$ cat src/rtl/wisc_alu_pkg.sv
`default_nettype none
// ============================================================================
// Module      : wisc_alu_pkg
// Description : Shared ALU definitions: control codes, default widths and the
//               flag-class decode used by the ALU arbiter.
// Revision    : 1.0 - initial release
// ============================================================================
package wisc_alu_pkg;

  localparam int DATA_W_DEF = 16;
  localparam int CTRL_W_DEF = 4;

  localparam logic [3:0] ALU_ADD  = 4'b0000;
  localparam logic [3:0] ALU_NAND = 4'b0100;
  localparam logic [3:0] ALU_XOR  = 4'b1000;
  localparam logic [3:0] ALU_SLL  = 4'b1100;
  localparam logic [3:0] ALU_SRL  = 4'b1110;
  localparam logic [3:0] ALU_SRA  = 4'b1111;

  // Arithmetic ops update Z/N/V; every other code (including undefined
  // ones) updates Z only.
  typedef enum logic [0:0] {
    FL_ARITH  = 1'b0,
    FL_Z_ONLY = 1'b1
  } flag_class_e;

  function automatic flag_class_e flag_class(input logic [3:0] op);
    return (op[3:2] == 2'b00) ? FL_ARITH : FL_Z_ONLY;
  endfunction

endpackage
`default_nettype wire

$ cat src/rtl/alu_arb_rr_arb2.sv
`default_nettype none
// ============================================================================
// Module      : rr_arb2
// Description : Two-way round-robin grant with the "served last" register.
//               Grant is combinational; last_q only moves on an accept.
// Ports       : clk, rst     - clock, synchronous active-high reset
//               valid0/1     - request present
//               accept       - the granted request was accepted this cycle
//               gnt0/gnt1    - one-hot (or zero) grant
// Revision    : 1.0 - initial release
// ============================================================================
module rr_arb2 (
  input  logic clk,
  input  logic rst,
  input  logic valid0,
  input  logic valid1,
  input  logic accept,
  output logic gnt0,
  output logic gnt1
);

  // last_q = 1 means requester 1 was served last, so requester 0 wins a tie.
  logic last_q;
  logic last_d;

  always_comb begin
    gnt0   = valid0 & (~valid1 | last_q);
    gnt1   = valid1 & (~valid0 | ~last_q);
    last_d = last_q;
    if (accept) begin
      last_d = gnt1;
    end
  end

  always_ff @(posedge clk) begin
    if (rst) begin
      last_q <= 1'b1;
    end else begin
      last_q <= last_d;
    end
  end

endmodule
`default_nettype wire

$ cat src/rtl/alu_arb.sv
`default_nettype none
// ============================================================================
// Module      : alu_arb
// Description : Shares one external 16-bit ALU between the execute stage
//               (port 0) and the address/branch-target unit (port 1).
//               Round-robin arbitration, combinational ALU drive, one-entry
//               registered response slot, architectural Z/N/V flags.
// Ports       : clk, rst               - clock, synchronous active-high reset
//               req{0,1}_*             - valid/ready request with op, a, b,
//                                        fl_en
//               alu_a/alu_b/alu_ctrl   - to ALU; alu_result/alu_{v,n,z} back
//               rsp_valid/rsp_ready    - response handshake; rsp_id,
//                                        rsp_result
//               flag_z/flag_n/flag_v   - architectural flag register
// Option      : ALU_ARB_PERF_EN adds perf_gnt0, perf_gnt1, perf_conflict
//               (16-bit saturating counters).
// Revision    : 1.0 - initial release
// ============================================================================
module alu_arb
  import wisc_alu_pkg::*;
#(
  parameter int DATA_W = DATA_W_DEF,
  parameter int CTRL_W = CTRL_W_DEF
) (
  input  logic              clk,
  input  logic              rst,
  input  logic              req0_valid,
  output logic              req0_ready,
  input  logic [CTRL_W-1:0] req0_op,
  input  logic [DATA_W-1:0] req0_a,
  input  logic [DATA_W-1:0] req0_b,
  input  logic              req0_fl_en,
  input  logic              req1_valid,
  output logic              req1_ready,
  input  logic [CTRL_W-1:0] req1_op,
  input  logic [DATA_W-1:0] req1_a,
  input  logic [DATA_W-1:0] req1_b,
  input  logic              req1_fl_en,
  output logic [DATA_W-1:0] alu_a,
  output logic [DATA_W-1:0] alu_b,
  output logic [CTRL_W-1:0] alu_ctrl,
  input  logic [DATA_W-1:0] alu_result,
  input  logic              alu_v,
  input  logic              alu_n,
  input  logic              alu_z,
  output logic              rsp_valid,
  input  logic              rsp_ready,
  output logic              rsp_id,
  output logic [DATA_W-1:0] rsp_result,
`ifdef ALU_ARB_PERF_EN
  output logic [15:0]       perf_gnt0,
  output logic [15:0]       perf_gnt1,
  output logic [15:0]       perf_conflict,
`endif
  output logic              flag_z,
  output logic              flag_n,
  output logic              flag_v
);

  logic              slot_free;
  logic              gnt0;
  logic              gnt1;
  logic              accept;
  logic              sel_fl_en;

  logic              rsp_valid_q, rsp_valid_d;
  logic              rsp_id_q, rsp_id_d;
  logic [DATA_W-1:0] rsp_result_q, rsp_result_d;
  logic              flag_z_q, flag_z_d;
  logic              flag_n_q, flag_n_d;
  logic              flag_v_q, flag_v_d;

  // The slot can take a new result if empty or being drained this cycle.
  assign slot_free  = ~rsp_valid_q | rsp_ready;
  assign req0_ready = gnt0 & slot_free;
  assign req1_ready = gnt1 & slot_free;
  assign accept     = req0_ready | req1_ready;

  rr_arb2 u_rr_arb2 (
    .clk    (clk),
    .rst    (rst),
    .valid0 (req0_valid),
    .valid1 (req1_valid),
    .accept (accept),
    .gnt0   (gnt0),
    .gnt1   (gnt1)
  );

  // Port 0 is the default mux leg, so the ALU sees defined values when idle.
  always_comb begin
    alu_a     = req0_a;
    alu_b     = req0_b;
    alu_ctrl  = req0_op;
    sel_fl_en = req0_fl_en;
    if (gnt1) begin
      alu_a     = req1_a;
      alu_b     = req1_b;
      alu_ctrl  = req1_op;
      sel_fl_en = req1_fl_en;
    end
  end

  always_comb begin
    rsp_valid_d  = rsp_valid_q;
    rsp_id_d     = rsp_id_q;
    rsp_result_d = rsp_result_q;
    flag_z_d     = flag_z_q;
    flag_n_d     = flag_n_q;
    flag_v_d     = flag_v_q;
    if (accept) begin
      rsp_valid_d  = 1'b1;
      rsp_id_d     = req1_ready;
      rsp_result_d = alu_result;
      if (sel_fl_en) begin
        flag_z_d = alu_z;
        if (flag_class(alu_ctrl[3:0]) == FL_ARITH) begin
          flag_n_d = alu_n;
          flag_v_d = alu_v;
        end
      end
    end else if (rsp_ready) begin
      rsp_valid_d = 1'b0;
    end
  end

  always_ff @(posedge clk) begin
    if (rst) begin
      rsp_valid_q  <= 1'b0;
      rsp_id_q     <= 1'b0;
      rsp_result_q <= '0;
      flag_z_q     <= 1'b0;
      flag_n_q     <= 1'b0;
      flag_v_q     <= 1'b0;
    end else begin
      rsp_valid_q  <= rsp_valid_d;
      rsp_id_q     <= rsp_id_d;
      rsp_result_q <= rsp_result_d;
      flag_z_q     <= flag_z_d;
      flag_n_q     <= flag_n_d;
      flag_v_q     <= flag_v_d;
    end
  end

  assign rsp_valid  = rsp_valid_q;
  assign rsp_id     = rsp_id_q;
  assign rsp_result = rsp_result_q;
  assign flag_z     = flag_z_q;
  assign flag_n     = flag_n_q;
  assign flag_v     = flag_v_q;

`ifdef ALU_ARB_PERF_EN
  logic [15:0] perf_gnt0_q, perf_gnt0_d;
  logic [15:0] perf_gnt1_q, perf_gnt1_d;
  logic [15:0] perf_conflict_q, perf_conflict_d;

  // All counters stick at 16'hFFFF rather than wrapping.
  always_comb begin
    perf_gnt0_d     = perf_gnt0_q;
    perf_gnt1_d     = perf_gnt1_q;
    perf_conflict_d = perf_conflict_q;
    if (req0_ready && (perf_gnt0_q != 16'hFFFF)) begin
      perf_gnt0_d = perf_gnt0_q + 16'd1;
    end
    if (req1_ready && (perf_gnt1_q != 16'hFFFF)) begin
      perf_gnt1_d = perf_gnt1_q + 16'd1;
    end
    if (req0_valid && req1_valid && slot_free && (perf_conflict_q != 16'hFFFF)) begin
      perf_conflict_d = perf_conflict_q + 16'd1;
    end
  end

  always_ff @(posedge clk) begin
    if (rst) begin
      perf_gnt0_q     <= '0;
      perf_gnt1_q     <= '0;
      perf_conflict_q <= '0;
    end else begin
      perf_gnt0_q     <= perf_gnt0_d;
      perf_gnt1_q     <= perf_gnt1_d;
      perf_conflict_q <= perf_conflict_d;
    end
  end

  assign perf_gnt0     = perf_gnt0_q;
  assign perf_gnt1     = perf_gnt1_q;
  assign perf_conflict = perf_conflict_q;
`endif

endmodule
`default_nettype wire

$ cat config.mk
export PLATFORM = sky130hd
export DESIGN_NAME = alu_arb
export DESIGN_NICKNAME = d
export VERILOG_FILES = /design/src/rtl/wisc_alu_pkg.sv /design/src/rtl/alu_arb_rr_arb2.sv /design/src/rtl/alu_arb.sv
export SDC_FILE = /design/constraint.sdc
export NUM_CORES = 1
export LEC_CHECK = 0
export BUFFER_PORTS_ARGS = -buffer_cell sky130_fd_sc_hd__buf_2
export CORE_ASPECT_RATIO = 1.25
export CORE_MARGIN = 3
export CORE_UTILIZATION = 37
export DETAILED_ROUTE_END_ITERATION = 7
export MAX_ROUTING_LAYER = met4
export PLACE_DENSITY = 0.85
export SLEW_MARGIN = 30
export SYNTH_ARGS = -nofsm -noshare
export SYNTH_HDL_FRONTEND = slang
export SYNTH_HIERARCHICAL = 1
export SYNTH_SLANG_ARGS = --single-unit
$ cat constraint.sdc
create_clock -name clk -period 4.2 [get_ports clk]
set_input_delay 0 -clock clk [delete_from_list [all_inputs] [get_ports clk]]
set_output_delay 0 -clock clk [all_outputs]
set_load 0.1 [all_outputs]
==> flow_summary.yaml, run 1 <==
detailed_routing:
  vias: 1653
  routed_wl_um: 5050
  drt_iter0_markers: 24
  wl_per_cell_um: 14.2
  viasPerCell: 4.64
  postRouteAntennaNets: 0
  drc: 0
  drtPass1Iterations: 2
grt:
  antenna_found_initial: 5
  grt_overflow: 0
  first_global_vias: 1530
  track_usage_pct: 20.5
  grt_pass1_wl_um: 6890
  grt_max_degree: 43
sta:
  fmax_ghz: 0.487
  finalSetupTns_ps: 0
  finalSetupViolations: 0
  final.setup_skew_ps: 1.13
  period_minus_slack_ps: 2050
  grt_setup_unrepaired: "no"
  hold_viol_final: 0
  fin_crit_sh_pct: 48.9
  slew_headroom_pct: 52.1
  worstMarginPinSlew_ps: 713
  slew_viol_final: 0
  hold_slack_ps: 20.8
setup_path:
  arrival_ps: 2200
  path_class: "flop to flop"
  cp_max_fo: 18
  endpoint_kind: "flop"
  startpoint_type: "flop"
  required_ps: 4350
power:
  p_per_area_nw_per_um2: 389
  p_total_uw: 937
  power.leakage_nw: 1.24
  vdd_drop_max_mv: 0.219
clocking:
  postCtsSetupBuffers: 0
  ctsLongestPathBuffers: 2
  clk_latency_ps: 260
  clk_pin_slew_worst_paths_ps: 70
  clock_sinks: 22
  root_buffer: "clkbuf_8"
  h-tree-depth: 1
  numCtsBuffers: 3
  cts_tree: "yes"
final_layout:
  final_core_util_pct: 66.8
  nNetsFinal: 412
  fin_area_um2: 2410
  drive_above_1_share_pct: 63.8
  syn2layout_area_growth_pct: 69.5
job:
  maxCapViolCount: 0
place:
  dpl_cell_area_um2: 2180
  dp_hpwl_um: 4080
  port_buffers: 156
  routabilityCongestion: 0.838
synth:
  syn_area_um2: 1420
  synth-seq-cells: 22
  ys_seq_area_share_pct: 31.0
  synth_cell_types: 25
  yosys_warnings: 6
  syn_inst: 143
  syn_area_per_cell_um2: 9.94
  synth_nets: 241
die:
  initial_core_util_pct: 39.4
  die-area_um2: 4630
  die_h_um: 75.3
  core_um2: 3600
  fp-row-count: 24
  io_pins: 157
  die_w_um: 61.4
hold_path:
  hold_path_class: "primary input to flop"
status:
  outcome: "finished, final reports clean"
==> synth_stat cells <==
library cell	n	area (µm²)
o21ai_4	1	16.3
a21oi_2	9	78.8
buf_8	2	30.0
nor2b_4	1	13.8
buf_6	4	45.0
mux2_2	6	67.6
a21oi_1	10	50.1
mux2i_1	3	30.0
nand2_1	16	60.1
nand2b_1	5	31.3
a211o_1	1	8.76
nand2_2	18	113
nor2b_1	1	6.26
nand3b_4	1	20.0
nor2_1	3	11.3
buf_2	2	10.0
and2_1	1	6.26
a21boi_2	1	11.3
mux2_1	30	338
a21boi_0	1	7.51
inv_4	1	6.26
nor3_1	1	5.00
inv_1	2	7.51
a21boi_1	1	7.51
dfxtp_1	22	440
==> timing repair <==
| action | CTS | global route |
|---|---|---|
| gates resized for setup | 0 | 0 |
| hold buffers | 17 | 0 |
| setup endpoints to repair | 0 | 0 |
| hold endpoints to repair | 17 | 0 |
==> registers in the layout (all words and copies together), names as in the netlist <==
signal            count
flag_n                1
flag_v                1
flag_z                1
rsp_id                1
rsp_result           16
rsp_valid             1
u_rr_arb2/last_q      1
==> final timing paths <==
kind / cells after the start / to / slack, ps / start
worst max-delay path: 6 / u_rr_arb2/last_q / 2150 / u_rr_arb2/last_q
worst min-delay path: 3 / flag_v / 20 / alu_v
worst max register to register: 6 / u_rr_arb2/last_q / 2150 / u_rr_arb2/last_q
worst min register to register: 2 / rsp_result[6] / 460 / rsp_result[6]
==> worst max-delay path: stages, from the launching register on <==
cell	delay (ps)
dfxtp_1	390
inv_1	60
a21boi_0	560
o21ai_4	310
inv_4	280
nor2b_1	80
a211o_1	260
==> cell families after synthesis <==
group	after synthesis	share of synthesized area, %
AO/OA/AOI/OAI	24	12.7
buffers and inverters	11	6.95
flip-flops	22	31.0
multiplexers	39	30.6
AND/OR/NAND/NOR	47	18.8
==> cells in the final DEF, fill, tap and decap left out, drive strengths merged <==
cell type and n:
a211o 1, a21boi 3, a21oi 19, and2 1, buf 157, clkbuf 3
dfxtp 22, diode 5, dlygate4sd3 17, inv 3, mux2 36, mux2i 3
nand2 34, nand2b 5, nand3b 1, nor2 3, nor2b 2, nor3 1
o21ai 1
==> per-stage QoR <==
| step | setup slack (ps) | std cells |
|---|---|---|
| final | 2150 | 356 |
| after CTS | 2150 | 351 |
| after global routing | 2000 | 356 |
| after global placement | 2240 | 331 |
| after floorplan | 1990 | 143 |
| after detailed placement | 2170 | 331 |
==> where the power goes <==
part	internal (mW)	switching (mW)
Sequential	0.225	0.00955
Clock	0.0639	0.0621
Combinational	0.122	0.455
==> area by class of cell <==
cell class / instances / area [µm²]
timing repair buffer: 174 / 958
tap: 39 / 48.8
clock buffer: 3 / 41.3
multi-input combinational: 110 / 893
antenna: 5 / 12.5
fill: 303 / 1190
inverter: 3 / 13.8
sequential: 22 / 440
==> per-layer routing <==
| metal | global-route usage (%) | wire (µm) | vias to the layer above | share of wire [%] |
|---|---|---|---|---|
| met3 | 9.49 | 713 | 4 | 14 |
| met5 | - | 0 | - | 0 |
| met4 | 4.72 | 22 | 0 | 0.44 |
| met2 | 37.4 | 2630 | 86 | 52 |
| met1 | 19.4 | 1690 | 726 | 33 |
| li1 | - | - | 837 | - |
Note: power is estimated with default switching activity, not from simulation.
==> inputs of run 2 (changes only) <==
Settings changed: ABC_AREA set to 1, CORE_UTILIZATION 37 to 33, PLACE_DENSITY 0.85 to 0.79.
Clock period 4.2 ns to 1.9 ns, I/O delays scaled along.
==> run 2 against run 1 <==
Cell count up 29%. Power grew 140%. Register-to-register slack got worse by 1800 ps. Cell area up 1.2%. Sequential power increased by 120%. Global-route usage up 1.6 points. Critical path type is now flop to output pin. Largest power group unchanged.
==> flow_summary.yaml, run 2 <==
status:
  outcome: "finished, final reports clean"
power:
  vdd_drop_max_mv: 0.658
  p_total_mw: 2.24
  clkPwrFrac_pct: 15.0
  p_int_uw: 964
  power.leakage_nw: 1.48
  seqPwrFrac_pct: 23.2
  combPwrFrac_pct: 61.8
  switching_share_pct: 57.0
  p_per_area_nw_per_um2: 918
  power_switching_mw: 1.28
die:
  die-area_um2: 4860
  core_um2: 3850
  die_h_um: 77.2
  fp-row-count: 25
  io_pins: 157
  initial_core_util_pct: 34.8
  die_w_um: 62.9
setup_path:
  cp_common_cell: "nand2_1"
  r2r_cells: 10
  required_ps: 1900
  arrival_ps: 1750
  startpoint_type: "flop"
  r2r_end: "flag_n"
  slowest_delay_ps: 420
  endpoint_kind: "output pin"
  worst-r2r-setup-slack_ps: 370
  path_class: "flop to output pin"
  r2r-start: "u_rr_arb2/last_q"
  cpMaxStageDelayCell: "buf_2"
  cp_max_fo: 32
  worstPathCellList: "nand2_1 -> and2_1 -> inv_2 -> buf_12 -> nand2_1 -> nand2_1 -> buf_2"
place:
  placedCellCount: 432
  port_buffers: 156
  dp_hpwl_um: 4200
  place_ws_ps: 317
  routabilityCongestion: 0.804
detailed_routing:
  drt_iter0_markers: 110
  drtPass1Iterations: 4
  postRouteAntennaNets: 0
  drc: 0
  routed_wl_um: 5370
  wl_per_cell_um: 11.7
  vias: 1984
  viasPerCell: 4.33
final_layout:
  multi_input_area_um2: 777
  syn2layout_area_growth_pct: 82.3
  drive_above_1_share_pct: 43.6
  final_core_util_pct: 63.4
  fill_cells: 380
  seqCellArea_um2: 440
  largest_reg_flops: 16
  final_common_cell: "nand2_1"
  layout_common_cells: "nand2_1, buf_2, dfxtp_1"
  nNetsFinal: 498
  final_cell_count_no_fill: 458
clocking:
  postCtsSetupBuffers: 0
  clk_latency_ps: 260
  numCtsBuffers: 3
  ctsLongestPathBuffers: 2
  root_buffer: "clkbuf_8"
  clock_sinks: 22
  cts_tree: "yes"
  h-tree-depth: 1
  clk_pin_slew_worst_paths_ps: 70
sta:
  slew_headroom_pct: 67.0
  hold_viol_final: 0
  fmax_ghz: 0.571
  final.setup_skew_ps: 7.59
  hold_slack_ps: 4.49
  worstMarginPinSlew_ps: 499
  slew_viol_final: 0
  finalSetupViolations: 0
  layout_setup_ws_ps: 148
  period_minus_slack_ps: 1750
  fin_crit_sh_pct: 92.2
synth:
  yosys_warnings: 6
  synth_nets: 329
  synth_area_leader_cell: "nand2_1"
  ys_top_cells_by_count: "nand2_1, dfxtp_1, a21oi_1, inv_1, nor2_1"
  yosysMostFrequentCell: "nand2_1"
  synth_edf_count: 0
  synth-seq-cells: 22
  ys_async_sr_fraction_pct: 0
  synth_cell_types: 21
  ys_seq_area_share_pct: 32.9
  synth_top_area_share_pct: 40.7
  synth.area.top_cells: "nand2_1, dfxtp_1, a21oi_1, buf_6, inv_1"
  syn_inst: 231
  syn_area_per_cell_um2: 5.79
  ys.flop_type: "dfxtp_1"
  syn_area_um2: 1340
grt:
  grt_max_degree: 38
  grt_pass1_wl_um: 8490
  antenna_found_initial: 5
  first_global_vias: 1862
  track_usage_pct: 22.1
  grt_overflow: 0
hold_path:
  hold_path_class: "primary input to flop"
  hold_path.startpoint: "req1_valid"
  holdPathEnd: "u_rr_arb2/last_q"
  hold_depth: 3
job:
  maxCapViolCount: 0
run 2: area by class of cell:
type                            count  share of cell area [%]
Timing Repair Buffer              177                    42.8
Multi-Input combinational cell    185                    31.9
Sequential cell                    22                    18.1
Tap cell                           54                    2.77
Clock buffer                        4                    2.26
Inverter                           11                    1.69
Antenna cell                        5                   0.513
run 2: critical path, delay by kind of cell, from the launching register on:
kind / cells / cell delay [ps]
buffers and inverters: 3 / 760
flip-flops: 1 / 350
AND/OR/NAND/NOR: 4 / 370
run 2: stage by stage:
stage          TNS [ps]  cell area (µm²)
6_report              0             2440
5_1_grt           -16.3             2440
4_1_cts               0             2390
3_5_place_dp          0             2160
3_3_place_gp          0             2160
2_1_floorplan      -108             1340
run 2: power groups by stage:
stage / clock network [mW] / registers [mW] / logic, mW
after global placement: 0 / 0.529 / 1.34
after floorplan: 0 / 0.791 / 0.834
after global routing: 0.367 / 0.523 / 1.45
after CTS: 0.338 / 0.519 / 1.37
final: 0.335 / 0.519 / 1.38
after detailed placement: 0 / 0.529 / 1.34
run 2: kinds of logic (layout without fill, tap and decap cells):
kind of cell	Yosys count	count (layout)	share of synthesized area, %
compound gates	24	24	9.45
buf+inv	24	192	9.35
flops	22	22	32.9
other cells	0	5	0
simple gates	161	161	48.3
run 2: repair_timing:
| action | 4_1_cts | 5_1_grt |
|---|---|---|
| hold buffers | 17 | 0 |
| endpoints found under the setup margin | 0 | 31 |
| resized for setup | 0 | 14 |
| endpoints found under the hold margin | 17 | 0 |
run 2: per-layer routing:
layer	share of wire, %	GRT usage [%]
met5	0	-
met4	1.7	7.51
met3	14	11.0
met2	49	36.7
met1	36	22.5
run 2: worst max path at each step:
stage	slack (ps)	depth (start not counted)	start	end
floorplan	-110	5	rsp_valid	rsp_id
global placement	360	9	u_rr_arb2/last_q	flag_v
detailed placement	320	6	u_rr_arb2/last_q	alu_ctrl[3]
CTS	30	6	u_rr_arb2/last_q	alu_ctrl[3]
global route	-8	7	u_rr_arb2/last_q	alu_a[8]
finish	150	7	u_rr_arb2/last_q	alu_b[9]
==> inputs of run 3 (changes only) <==
Settings changed: CORE_UTILIZATION 33 to 34, CTS_BUF_LIST set to sky130_fd_sc_hd__clkbuf_8, PLACE_DENSITY 0.79 to 0.81.
==> run 3 against run 2 <==
Die area decreased by 2.7%. Global-route usage increased by 0.44 points. Clock-buffer cell count decreased by 1. The run now ends with negative hold slack left. First-iteration DRC count is 25% lower. Via count grew 4.1%. Largest power group unchanged. Power decreased by 1.2%. Cell area increased by 0.56%.
==> flow_summary.yaml, run 3 (synthesis gave the netlist of run 2 again) <==
status:
  outcome: "finished, violations left"
  violations: "negative hold slack"
clocking:
  cts_tree: "yes"
  h-tree-depth: 1
  ctsLongestPathBuffers: 2
  root_buffer: "clkbuf_8"
  postCtsSetupBuffers: 0
  clk_latency_ps: 260
  numCtsBuffers: 3
  clock_sinks: 22
  clk_pin_slew_worst_paths_ps: 70
detailed_routing:
  drtPass1Iterations: 4
  viasPerCell: 4.56
  postRouteAntennaNets: 0
  drc: 0
  vias: 2066
  routed_wl_um: 5400
  drt_iter0_markers: 83
  wl_per_cell_um: 11.9
sta:
  slew_headroom_pct: 66.6
  hold_viol_final: 1
  fin_crit_sh_pct: 93.3
  hold_slack_ps: -1.52
  period_minus_slack_ps: 1770
  final.setup_skew_ps: 3.86
  slew_viol_final: 0
  fmax_ghz: 0.564
  worstMarginPinSlew_ps: 505
  finalSetupTns_ps: 0
  layout_setup_ws_ps: 127
  finalSetupViolations: 0
final_layout:
  layout_common_cells: "nand2_1, buf_2, dfxtp_1"
  multi_input_area_um2: 777
  fill_cells: 319
  largest_reg_flops: 16
  seqCellArea_um2: 440
  nNetsFinal: 499
  syn2layout_area_growth_pct: 83.3
  drive_above_1_share_pct: 43.6
  final_common_cell: "nand2_1"
place:
  port_buffers: 156
  dp_hpwl_um: 4020
  routabilityCongestion: 0.804
  place_ws_ps: 263
hold_path:
  holdPathEnd: "u_rr_arb2/last_q"
  hold_path.startpoint: "req1_valid"
  hold_path_class: "primary input to flop"
  hold_depth: 3
setup_path:
  cp_max_fo: 22
  cp_common_cell: "nand2_1"
  arrival_ps: 1770
  startpoint: "u_rr_arb2/last_q"
  path_class: "flop to output pin"
  worstPathCellList: "nand2_1 -> and2_1 -> clkinv_2 -> buf_4 -> nand2_1 -> nand2_1 -> buf_2"
  required_ps: 1900
  path_delay_family: "buffers and inverters"
  worst-r2r-setup-slack_ps: 250
  critPathBufInv: 3
  startpoint_type: "flop"
  r2r_cells: 8
  endpoint_kind: "output pin"
  cpMaxStageDelayCell: "buf_2"
  r2r-start: "u_rr_arb2/last_q"
  r2r_end: "u_rr_arb2/last_q"
  slowest_delay_ps: 420
grt:
  antenna_found_initial: 1
  grt_pass1_wl_um: 8690
  track_usage_pct: 22.6
  met1_usage_pct: 23.7
  grt_overflow: 0
  grt_busiest_layer: "met2"
  gr-usage-met2_pct: 39.5
  grt_max_degree: 39
  use_met3_pct: 9.59
  first_global_vias: 1881
job:
  maxCapViolCount: 0
die:
  die_w_um: 62.1
  die_h_um: 76.1
  die-area_um2: 4730
  initial_core_util_pct: 36.8
  core_um2: 3630
  io_pins: 157
  fp-row-count: 24
power:
  p_per_area_nw_per_um2: 902
  p_total_mw: 2.21
  vdd_drop_max_mv: 0.653
  power.leakage_nw: 1.49
## run 3: cell types whose count changed in the layout (fill, tap and decap cells not counted), sizes merged
cell / before / now
diode: 5 / 2
clkinv: 0 / 1
clkbuf: 17 / 15
inv: 11 / 10
buf: 147 / 149
## run 3: worst max path at each step
stage	to	slack (ps)	cells after the start
2_1_floorplan	rsp_id	-110	5
3_3_place_gp	u_rr_arb2/last_q	280	8
3_5_place_dp	u_rr_arb2/last_q	260	8
4_1_cts	alu_b[3]	0.07	7
5_1_grt	alu_b[10]	-4	6
6_report	alu_a[10]	130	7
## run 3: area by class of cell
type	instances	share of cell area (%)
Clock buffer	3	1.68
Antenna cell	2	0.204
Tap cell	52	2.65
Timing Repair Buffer	178	44.1
Multi-Input combinational cell	185	31.7
Sequential cell	22	18.0
Inverter	11	1.73
## run 3: repair_timing
item,in CTS,in global routing
resized for setup,7,13
hold buffers,17,0
endpoints found under the hold margin,17,0
endpoints found under the setup margin,7,22
## run 3: tightest hold or removal path, stage by stage
cell     delay (ps)
buf_2           100
nand3_1          80
nand2_1          60
## run 3: per-stage QoR
| step | cell area, µm² | cells | util, % | hold slack [ps] |
|---|---|---|---|---|
| floorplan | 1340 | 231 | - | 88.4 |
| global placement | 2190 | 431 | 60.2 | 248 |
| detailed placement | 2190 | 431 | 60.2 | 239 |
| CTS | 2420 | 451 | 66.5 | 8.00 |
| global route | 2450 | 452 | 67.4 | 23.0 |
| finish | 2450 | 453 | 67.5 | -1.52 |
## run 3: power breakdown
group,internal [mW],switching (mW)
sequential,0.500,0.0204
combinational,0.296,1.11
clock,0.142,0.141
## run 3: layer usage
metal  part of all wire, %  up-vias
met5                     0        -
met3                    13        7
met4                  0.80        0
met2                    51      123
met1                    35      896
li1                      -     1040
